**src/rtl/serial_adder_if.sv**
```systemverilog
// rtl/serial_adder_if.sv - operand/result bundle for the bit-serial adder
//
// Purpose: carries the request (start, a, b, ci) and the result
// (busy, done, sum, co) between a requester and serial_adder.
// Ports (signals):
//   start        request pulse, sampled by the adder only when not busy
//   a, b [W]     operands, captured on the accepting edge
//   ci           carry-in, captured on the accepting edge
//   busy         calculation in progress
//   done         one-cycle completion pulse
//   sum [W], co  registered result, held until the next completion
// Modports: master = requester, slave = adder.

interface serial_adder_if #(
  parameter int WIDTH = 8
);
  logic             start;
  logic [WIDTH-1:0] a;
  logic [WIDTH-1:0] b;
  logic             ci;
  logic             busy;
  logic             done;
  logic [WIDTH-1:0] sum;
  logic             co;

  modport master (
    output start, a, b, ci,
    input  busy, done, sum, co
  );

  modport slave (
    input  start, a, b, ci,
    output busy, done, sum, co
  );
endinterface

```
**src/rtl/serial_adder.sv**
```systemverilog
// rtl/serial_adder.sv - bit-serial adder, one full-adder bit per clock, LSB first
//
// Purpose: captures a, b, ci on an accepted start, runs WIDTH cycles through
// a single full-adder cell with a registered carry, then loads sum/co and
// pulses done for one cycle. {co,sum} = a + b + ci.
// Ports:
//   clk   rising-edge clock
//   rst   asynchronous active-high reset; aborts a calculation and clears sum/co
//   bus   serial_adder_if.slave (start, a, b, ci in; busy, done, sum, co out)
// Parameter: WIDTH operand/sum width, 2..32.

module serial_adder #(
  parameter int WIDTH = 8
) (
  input  logic          clk,
  input  logic          rst,
  serial_adder_if.slave bus
);

  localparam int            CW   = $clog2(WIDTH);
  localparam logic [CW-1:0] LAST = CW'(WIDTH - 1);

  typedef enum logic [1:0] {
    IDLE = 2'd0,
    RUN  = 2'd1,
    DONE = 2'd2
  } state_t;

  state_t           state_q;
  state_t           state_d;
  logic [WIDTH-1:0] sa;
  logic [WIDTH-1:0] sb;
  logic [WIDTH-1:0] ss;
  logic             c;
  logic [CW-1:0]    cnt;
  logic [WIDTH-1:0] sum_q;
  logic             co_q;

  logic             load;
  logic             finish;
  logic             fa_s;
  logic             fa_c;

  // Full-adder cell on the current LSB pair and the registered carry.
  assign fa_s = sa[0] ^ sb[0] ^ c;
  assign fa_c = (sa[0] & sb[0]) | ((sa[0] ^ sb[0]) & c);

  always_comb begin
    state_d = state_q;
    load    = 1'b0;
    finish  = 1'b0;
    case (state_q)
      IDLE: begin
        if (bus.start) begin
          load    = 1'b1;
          state_d = RUN;
        end
      end
      RUN: begin
        // start is ignored here; nothing is queued.
        if (cnt == LAST) begin
          finish  = 1'b1;
          state_d = DONE;
        end
      end
      DONE: begin
        // A start in the completion cycle is accepted back-to-back.
        if (bus.start) begin
          load    = 1'b1;
          state_d = RUN;
        end else begin
          state_d = IDLE;
        end
      end
      default: state_d = IDLE;
    endcase
  end

  always_ff @(posedge clk or posedge rst) begin
    if (rst) begin
      state_q <= IDLE;
      sa      <= '0;
      sb      <= '0;
      ss      <= '0;
      c       <= 1'b0;
      cnt     <= '0;
      sum_q   <= '0;
      co_q    <= 1'b0;
    end else begin
      state_q <= state_d;
      if (load) begin
        sa  <= bus.a;
        sb  <= bus.b;
        c   <= bus.ci;
        cnt <= '0;
        ss  <= '0;
      end else if (state_q == RUN) begin
        ss  <= {fa_s, ss[WIDTH-1:1]};
        sa  <= {1'b0, sa[WIDTH-1:1]};
        sb  <= {1'b0, sb[WIDTH-1:1]};
        c   <= fa_c;
        cnt <= cnt + 1'b1;
        // The final bit goes straight into the result register so sum
        // is complete on the same edge that enters DONE.
        if (finish) begin
          sum_q <= {fa_s, ss[WIDTH-1:1]};
          co_q  <= fa_c;
        end
      end
    end
  end

  assign bus.busy = (state_q == RUN);
  assign bus.done = (state_q == DONE);
  assign bus.sum  = sum_q;
  assign bus.co   = co_q;

endmodule
```
**src/flat_wrapper.sv**
```systemverilog
// flat-port wrapper written by rule: the top's interface ports become plain ports
module serial_adder_flat 
#(
  parameter int WIDTH = 8
)
  (clk, rst, bus_start, bus_a, bus_b, bus_ci, bus_busy, bus_done, bus_sum, bus_co);
  serial_adder_if #(.WIDTH(WIDTH)) bus_i ();
  input  logic clk;
  input  logic rst;
  input wire logic [$bits(bus_i.start)-1:0] bus_start;
  input wire logic [$bits(bus_i.a)-1:0] bus_a;
  input wire logic [$bits(bus_i.b)-1:0] bus_b;
  input wire logic [$bits(bus_i.ci)-1:0] bus_ci;
  output wire logic [$bits(bus_i.busy)-1:0] bus_busy;
  output wire logic [$bits(bus_i.done)-1:0] bus_done;
  output wire logic [$bits(bus_i.sum)-1:0] bus_sum;
  output wire logic [$bits(bus_i.co)-1:0] bus_co;
  assign bus_i.start = bus_start;
  assign bus_i.a = bus_a;
  assign bus_i.b = bus_b;
  assign bus_i.ci = bus_ci;
  assign bus_busy = bus_i.busy;
  assign bus_done = bus_i.done;
  assign bus_sum = bus_i.sum;
  assign bus_co = bus_i.co;
  serial_adder #(.WIDTH(WIDTH)) u_core (.clk(clk), .rst(rst), .bus(bus_i));
endmodule
```
**config.mk**
```make
export PLATFORM = sky130hd
export DESIGN_NAME = serial_adder_flat
export DESIGN_NICKNAME = d
export VERILOG_FILES = /design/src/rtl/serial_adder_if.sv /design/src/rtl/serial_adder.sv /design/src/flat_wrapper.sv
export SDC_FILE = /design/constraint.sdc
export NUM_CORES = 1
export LEC_CHECK = 0
export CORE_MARGIN = 1
export CORE_UTILIZATION = 60
export CTS_CLUSTER_SIZE = 12
export DETAILED_ROUTE_END_ITERATION = 8
export DONT_BUFFER_PORTS = 1
export GPL_TIMING_DRIVEN = 0
export PLACE_DENSITY_LB_ADDON = 0.08
export SYNTH_ARGS = -nofsm -noshare
export SYNTH_HDL_FRONTEND = slang
export SYNTH_SLANG_ARGS = --single-unit
```
**constraint.sdc**
```tcl
create_clock -name clk -period 3 [get_ports clk]
set_input_delay 0.3 -clock clk [delete_from_list [all_inputs] [get_ports clk]]
set_output_delay 0.3 -clock clk [all_outputs]
set_load 0.02 [all_outputs]
```
=== After elaboration in Yosys (flattened, before gate mapping) ===
Index checks and enable logic that the tools add are counted.

* Add/subtract/negate cells: 1
* Multipliers: 0
* Div/mod/pow operators: 0
* $lt $le $gt $ge: 0
* Equal/unequal tests: 5
* Shift operators: 0
* Mux-type cells: 18
* Bitwise gates (word level): 6
* Reduce and logical (&&, ||, !) cells: 5

{| class="wikitable"
|+ Operators by type and width
! cell !! number
|-
| 2-to-1 mux 8 bit || 6
|-
| 2-to-1 mux 1 bit || 7
|-
| 2-to-1 mux 3 bit || 2
|-
| one-hot mux 2 bit (3 select lines) || 1
|-
| 2-to-1 mux 2 bit || 2
|-
| adder 3 x 1 -> 3 bit (second input constant) || 1
|-
| equality test 3 bit (second input constant) || 1
|-
| AND reduction 3 bit || 1
|-
| bitwise AND 1 bit || 2
|-
| equality test 2 x 1 -> 1 bit (second input constant) || 1
|-
| equality test 2 bit (second input constant) || 1
|-
| logical NOT 2 bit || 1
|-
| inequality test 2 x 1 -> 1 bit (second input constant) || 1
|-
| inequality test 2 bit (second input constant) || 1
|-
| AND reduction 2 bit || 1
|-
| nonzero test 2 bit || 1
|-
| OR reduction 2 bit || 1
|-
| bitwise XOR 1 bit || 2
|-
| inverter 1 bit || 1
|-
| bitwise OR 1 bit || 1
|}

* Flip-flop bits (word level): 39
* Latch bits: 0
* RAM bits: 0
* ROM bits: 0
* Input bits: 20
* Output and inout bits: 11
* Word-level logic and storage cells: 43
* Memories: 0

=== Longest topological paths before layout ===
* Depth in word-level cells: 5
* Mapped depth: 5
* Mapped depth without buffers: 4

=== Least setup slack after synthesis ===
OpenSTA, ideal clock, no wires.

* Path type: flip-flop to flip-flop
* From: register u_core.cnt[0]
* To: register u_core.co_q, in the netlist u_core.bus.co
* Setup time: 0.125 ns
* Data arrival time: 1.246 ns
* Data required time: 2.875 ns
* Slack: 1.629 ns
* Stages on the path, launching flop included: 5
* Buffers on the path: 0
* Clock period less this slack: 1.371 ns
* Cell sequence: dfrtp_1 -> ha_1 -> ha_1 -> nand2_8 -> mux2_4

* Word-level cells in the longest chain between the ends: 4

{| class="wikitable"
|+ Ends and longest elaborated chain
! element !! RTL line !! source
|-
| start: declaration || serial_adder.sv:35 || <nowiki>logic [CW-1:0] cnt;</nowiki>
|-
| start signal: assignment || serial_adder.sv:102 || <nowiki>cnt <= cnt + 1'b1;</nowiki>
|-
| equality test 3 bit || serial_adder.sv:61 || <nowiki>if (cnt == LAST) begin</nowiki>
|-
| 2-to-1 mux 1 bit || serial_adder.sv:61 ||
|-
| 2-to-1 mux 1 bit || serial_adder.sv:52 || <nowiki>case (state_q)</nowiki>
|-
| AND reduction 3 bit (no source line) || - ||
|-
| end signal: assignment || serial_adder.sv:88 || <nowiki>co_q <= 1'b0;</nowiki>
|-
| end signal: assignment || serial_adder.sv:107 || <nowiki>co_q <= fa_c;</nowiki>
|-
| end: declaration || serial_adder.sv:37 || <nowiki>logic co_q;</nowiki>
|}

Every way passes these cells.
A chain may end at the register's enable or synchronous reset.

=== Final worst setup path ===
* From: register u_core.state_q[1]
* To: output port bus_done

* Word-level cells in the longest chain between the ends: 1

{| class="wikitable"
|+ Ends and longest elaborated chain
! element !! RTL line !! source
|-
| start: declaration || serial_adder.sv:29 || <nowiki>state_t state_q;</nowiki>
|-
| start signal: assignment || serial_adder.sv:90 || <nowiki>state_q <= state_d;</nowiki>
|-
| equality test 2 bit || serial_adder.sv:114 || <nowiki>assign bus.done = (state_q == DONE);</nowiki>
|-
| end: declaration || flat_wrapper.sv:15 || <nowiki>output wire logic [$bits(bus_i.done)-1:0] bus_done;</nowiki>
|}

Every way passes these cells.

==> metrics.yaml <==
routing:
  vias: 1122
  drcViolationCount: 4
  drt-initial-drc-count: 55
  first_pass_iters: 6
  wl_mm: 3.104
  ant_nets: 0
  via_per_inst: 6.199
  avgRoutedWirePerCell_um: 17.15
cells_and_area:
  stdcell_area_um2: 1884
  syn_to_final_growth_pct: 4.802
  stdcell_count: 181
  antenna_cells: 0
  drive_above_1_share_pct: 20.00
  final_nets: 173
setup_path:
  path_class: "reg -> out"
  worstSetupStartpointType: "flip-flop"
  cp_slowest_cell: "nor2b_1"
  path_cells: "buf_6, buf_2, nor2b_1"
  max_stage_delay_ps: 400
  worstPathMaxFanout: 10
  crit_required_ps: 2700
  crit_arrival_ps: 1520
  worstSetupEndpointType: "output pin"
timing:
  setup_tns_ps: 0
  setup_ws_ps: 1177
  hold_ws_ps: -39.07
  slew_violations: 0
  post-route-period-util_pct: 60.78
  max_freq_mhz: 548.4
  skew_ps: 4.730
  max_slew_margin_pct: 49.88
  rsz0062_at_grt: "no"
  worstMarginPinSlew_ps: 750.7
  hold_viol_final: 38
  fin_crit_ps: 1823
  setup_viol: 0
logic_synthesis:
  synth-xor-area-share_pct: 0.4871
  syn_avg_cell_area_um2: 12.57
  synth_cell_types: 28
  synth_area_leader_cell: "dfrtp_1"
  muxShareOfSynthArea_pct: 15.45
  synth_warnings: 0
  synthMostInstantiatedCell: "dfrtp_1"
  yosys.area_share.adder_pct: 2.505
  ys.flop_type: "dfrtp_1"
  netlist.area_leader.share_pct: 52.89
  ys_ff_latch: 38
  ys_seq_area_share_pct: 52.89
  synth_nets: 166
  syn_inst: 143
  synth_top_family_by_area: "compound AO/OA/AOI/OAI gates"
  netlist_top_cells_area: "dfrtp_1 53%, mux2_4 7.5%, mux2i_1 6.7%"
  syn_area_um2: 1798
  synth-edff-count: 0
  synthArstFlopShare_pct: 100.0
  synth_compound_area_share_pct: 15.87
  synth_common_cells: "38 x dfrtp_1, 14 x a21oi_1, 12 x mux2i_1, 11 x nor2b_1"
  synth-simple-area-share_pct: 7.933
floorplanning:
  die_h_um: 56.74
  ios: 31
  dieArea_um2: 3219
  fp-row-count: 19
  initial_core_util_pct: 64.09
  die_w_um: 56.74
  core-area_um2: 2805
power_and_ir_drop:
  peakVddDrop_mv: 0.4655
  p_per_area_nw_per_um2: 1070
  leakagePower_nw: 0.8541
grt:
  antenna_found_initial: 0
  grt_max_degree: 39
  grtUsageTotal_pct: 22.62
  overflow: 0
  grt_pass1_vias: 1200
  grt_first_pass_wirelength_mm: 5.437
clock_tree:
  cts_root_buf: "clkbuf_4"
  worstSkewPairLatency_ps: 340
  cts_buffers: 5
  cts.repair.resized: 0
  cts_tree: "built"
  cts_max_level: 2
  cts_setup_buffers: 0
  cts_hold_buf: 0
  clock_path_buffers: 2
  path_clk_slew_ps: 100
  cts.sinks: 38
placed_design:
  gp_congestion: 0.6975
  pre_cts_ws_ps: 1479
  io_buffer_count: 0
  dp_hpwl_mm: 2.155
  placed_cells: 174
  place_area_um2: 1837
worst_hold_path:
  hold_class: "in -> async"
status:
  status: "finished, violations left"
  violations: "design-rule violations, negative hold slack"
job:
  cap_violations: 0
-- metrics by stage --
| stage | utilization (%) | power, W |
|---|---|---|
| 2_1_floorplan | - | 0.001625 |
| 3_3_place_gp | 65.48 | 0.001737 |
| 3_5_place_dp | 65.48 | 0.001789 |
| 4_1_cts | 67.17 | 0.002030 |
| 5_1_grt | 67.17 | 0.002173 |
| 6_report | 67.17 | 0.002015 |
-- logic make-up after synthesis --
logic type,Yosys count
AO/OA/AOI/OAI,43
adder cells (fa/ha/maj),3
buffers and inverters,15
flip-flops,38
multiplexers,23
AND/OR/NAND/NOR,20
XOR/XNOR,1
-- state kept, by name (all words and copies together), names as in the netlist --
| register | count |
|---|---|
| u_core.bus.co | 1 |
| u_core.bus.sum | 8 |
| u_core.c | 1 |
| u_core.cnt | 3 |
| u_core.sa | 8 |
| u_core.sb | 8 |
| u_core.ss | 7 |
| u_core.state_q | 2 |
-- area by class of cell --
type	count	area, µm²
Inverter	7	33.78
Clock inverter	2	10.01
Buffer	8	53.80
Tap cell	31	38.79
Fill cell	215	920.9
Multi-Input combinational cell	90	759.5
Clock buffer	5	37.54
Sequential cell	38	950.9
-- worst max-delay path: cells and delay by family, from the launching register on --
kind | cells | cell delay, ps
DFF | 1 | 350
buffers and inverters | 2 | 420
and+or+nand+nor | 1 | 400
-- routing by layer --
metal	global-route usage, %	share of wire (%)	vias to the layer above
li1	-	-	528
met1	27.50	44	552
met2	37.24	49	33
met3	7.143	5.5	9
met4	9.408	1.8	0
met5	0	0	-
-- power breakdown --
group          internal, W  switching (W)  total (W)  leakage [nW]
logic             0.000415       0.000357   0.000772         0.359
clock network    0.0000842       0.000155   0.000239        0.0308
registers         0.000751       0.000254    0.00100         0.464
total              0.00125       0.000766    0.00202         0.854
-- placed cells by master (no fill, tap or decap), drive strengths merged --
master / netlist / final
a211oi: 10 / 10
xnor2: 1 / 1
dfrtp: 38 / 38
a21o: 1 / 1
buf: 7 / 7
nand2b: 2 / 2
nor2: 1 / 1
nand3: 2 / 2
clkinv: 0 / 2
ha: 2 / 2
and2: 1 / 1
nand2: 2 / 2
mux2: 11 / 11
clkbuf: 1 / 6
a21oi: 14 / 14
fa: 1 / 1
o21ai: 4 / 4
o22ai: 4 / 4
nand3b: 1 / 1
inv: 7 / 7
a22o: 10 / 10
mux2i: 12 / 12
nor2b: 11 / 11
-- final timing paths --
path | startpoint | endpoint | slack, ps | cells past startpoint
setup / recovery | u_core.state_q[1] | bus_done | 1180 | 3
hold / removal | rst | u_core.bus.sum[6] | -40 | 1
setup reg to reg | u_core.cnt[0] | u_core.bus.sum[2] | 1540 | 4
hold reg to reg | u_core.sb[6] | u_core.sb[6] | 500 | 1
max in group asynchronous | rst | u_core.sb[7] | 2560 | 1
min in group clk | bus_b[5] | u_core.sb[5] | 140 | 2
No activity file was read; power rests on OpenSTA's default activity.
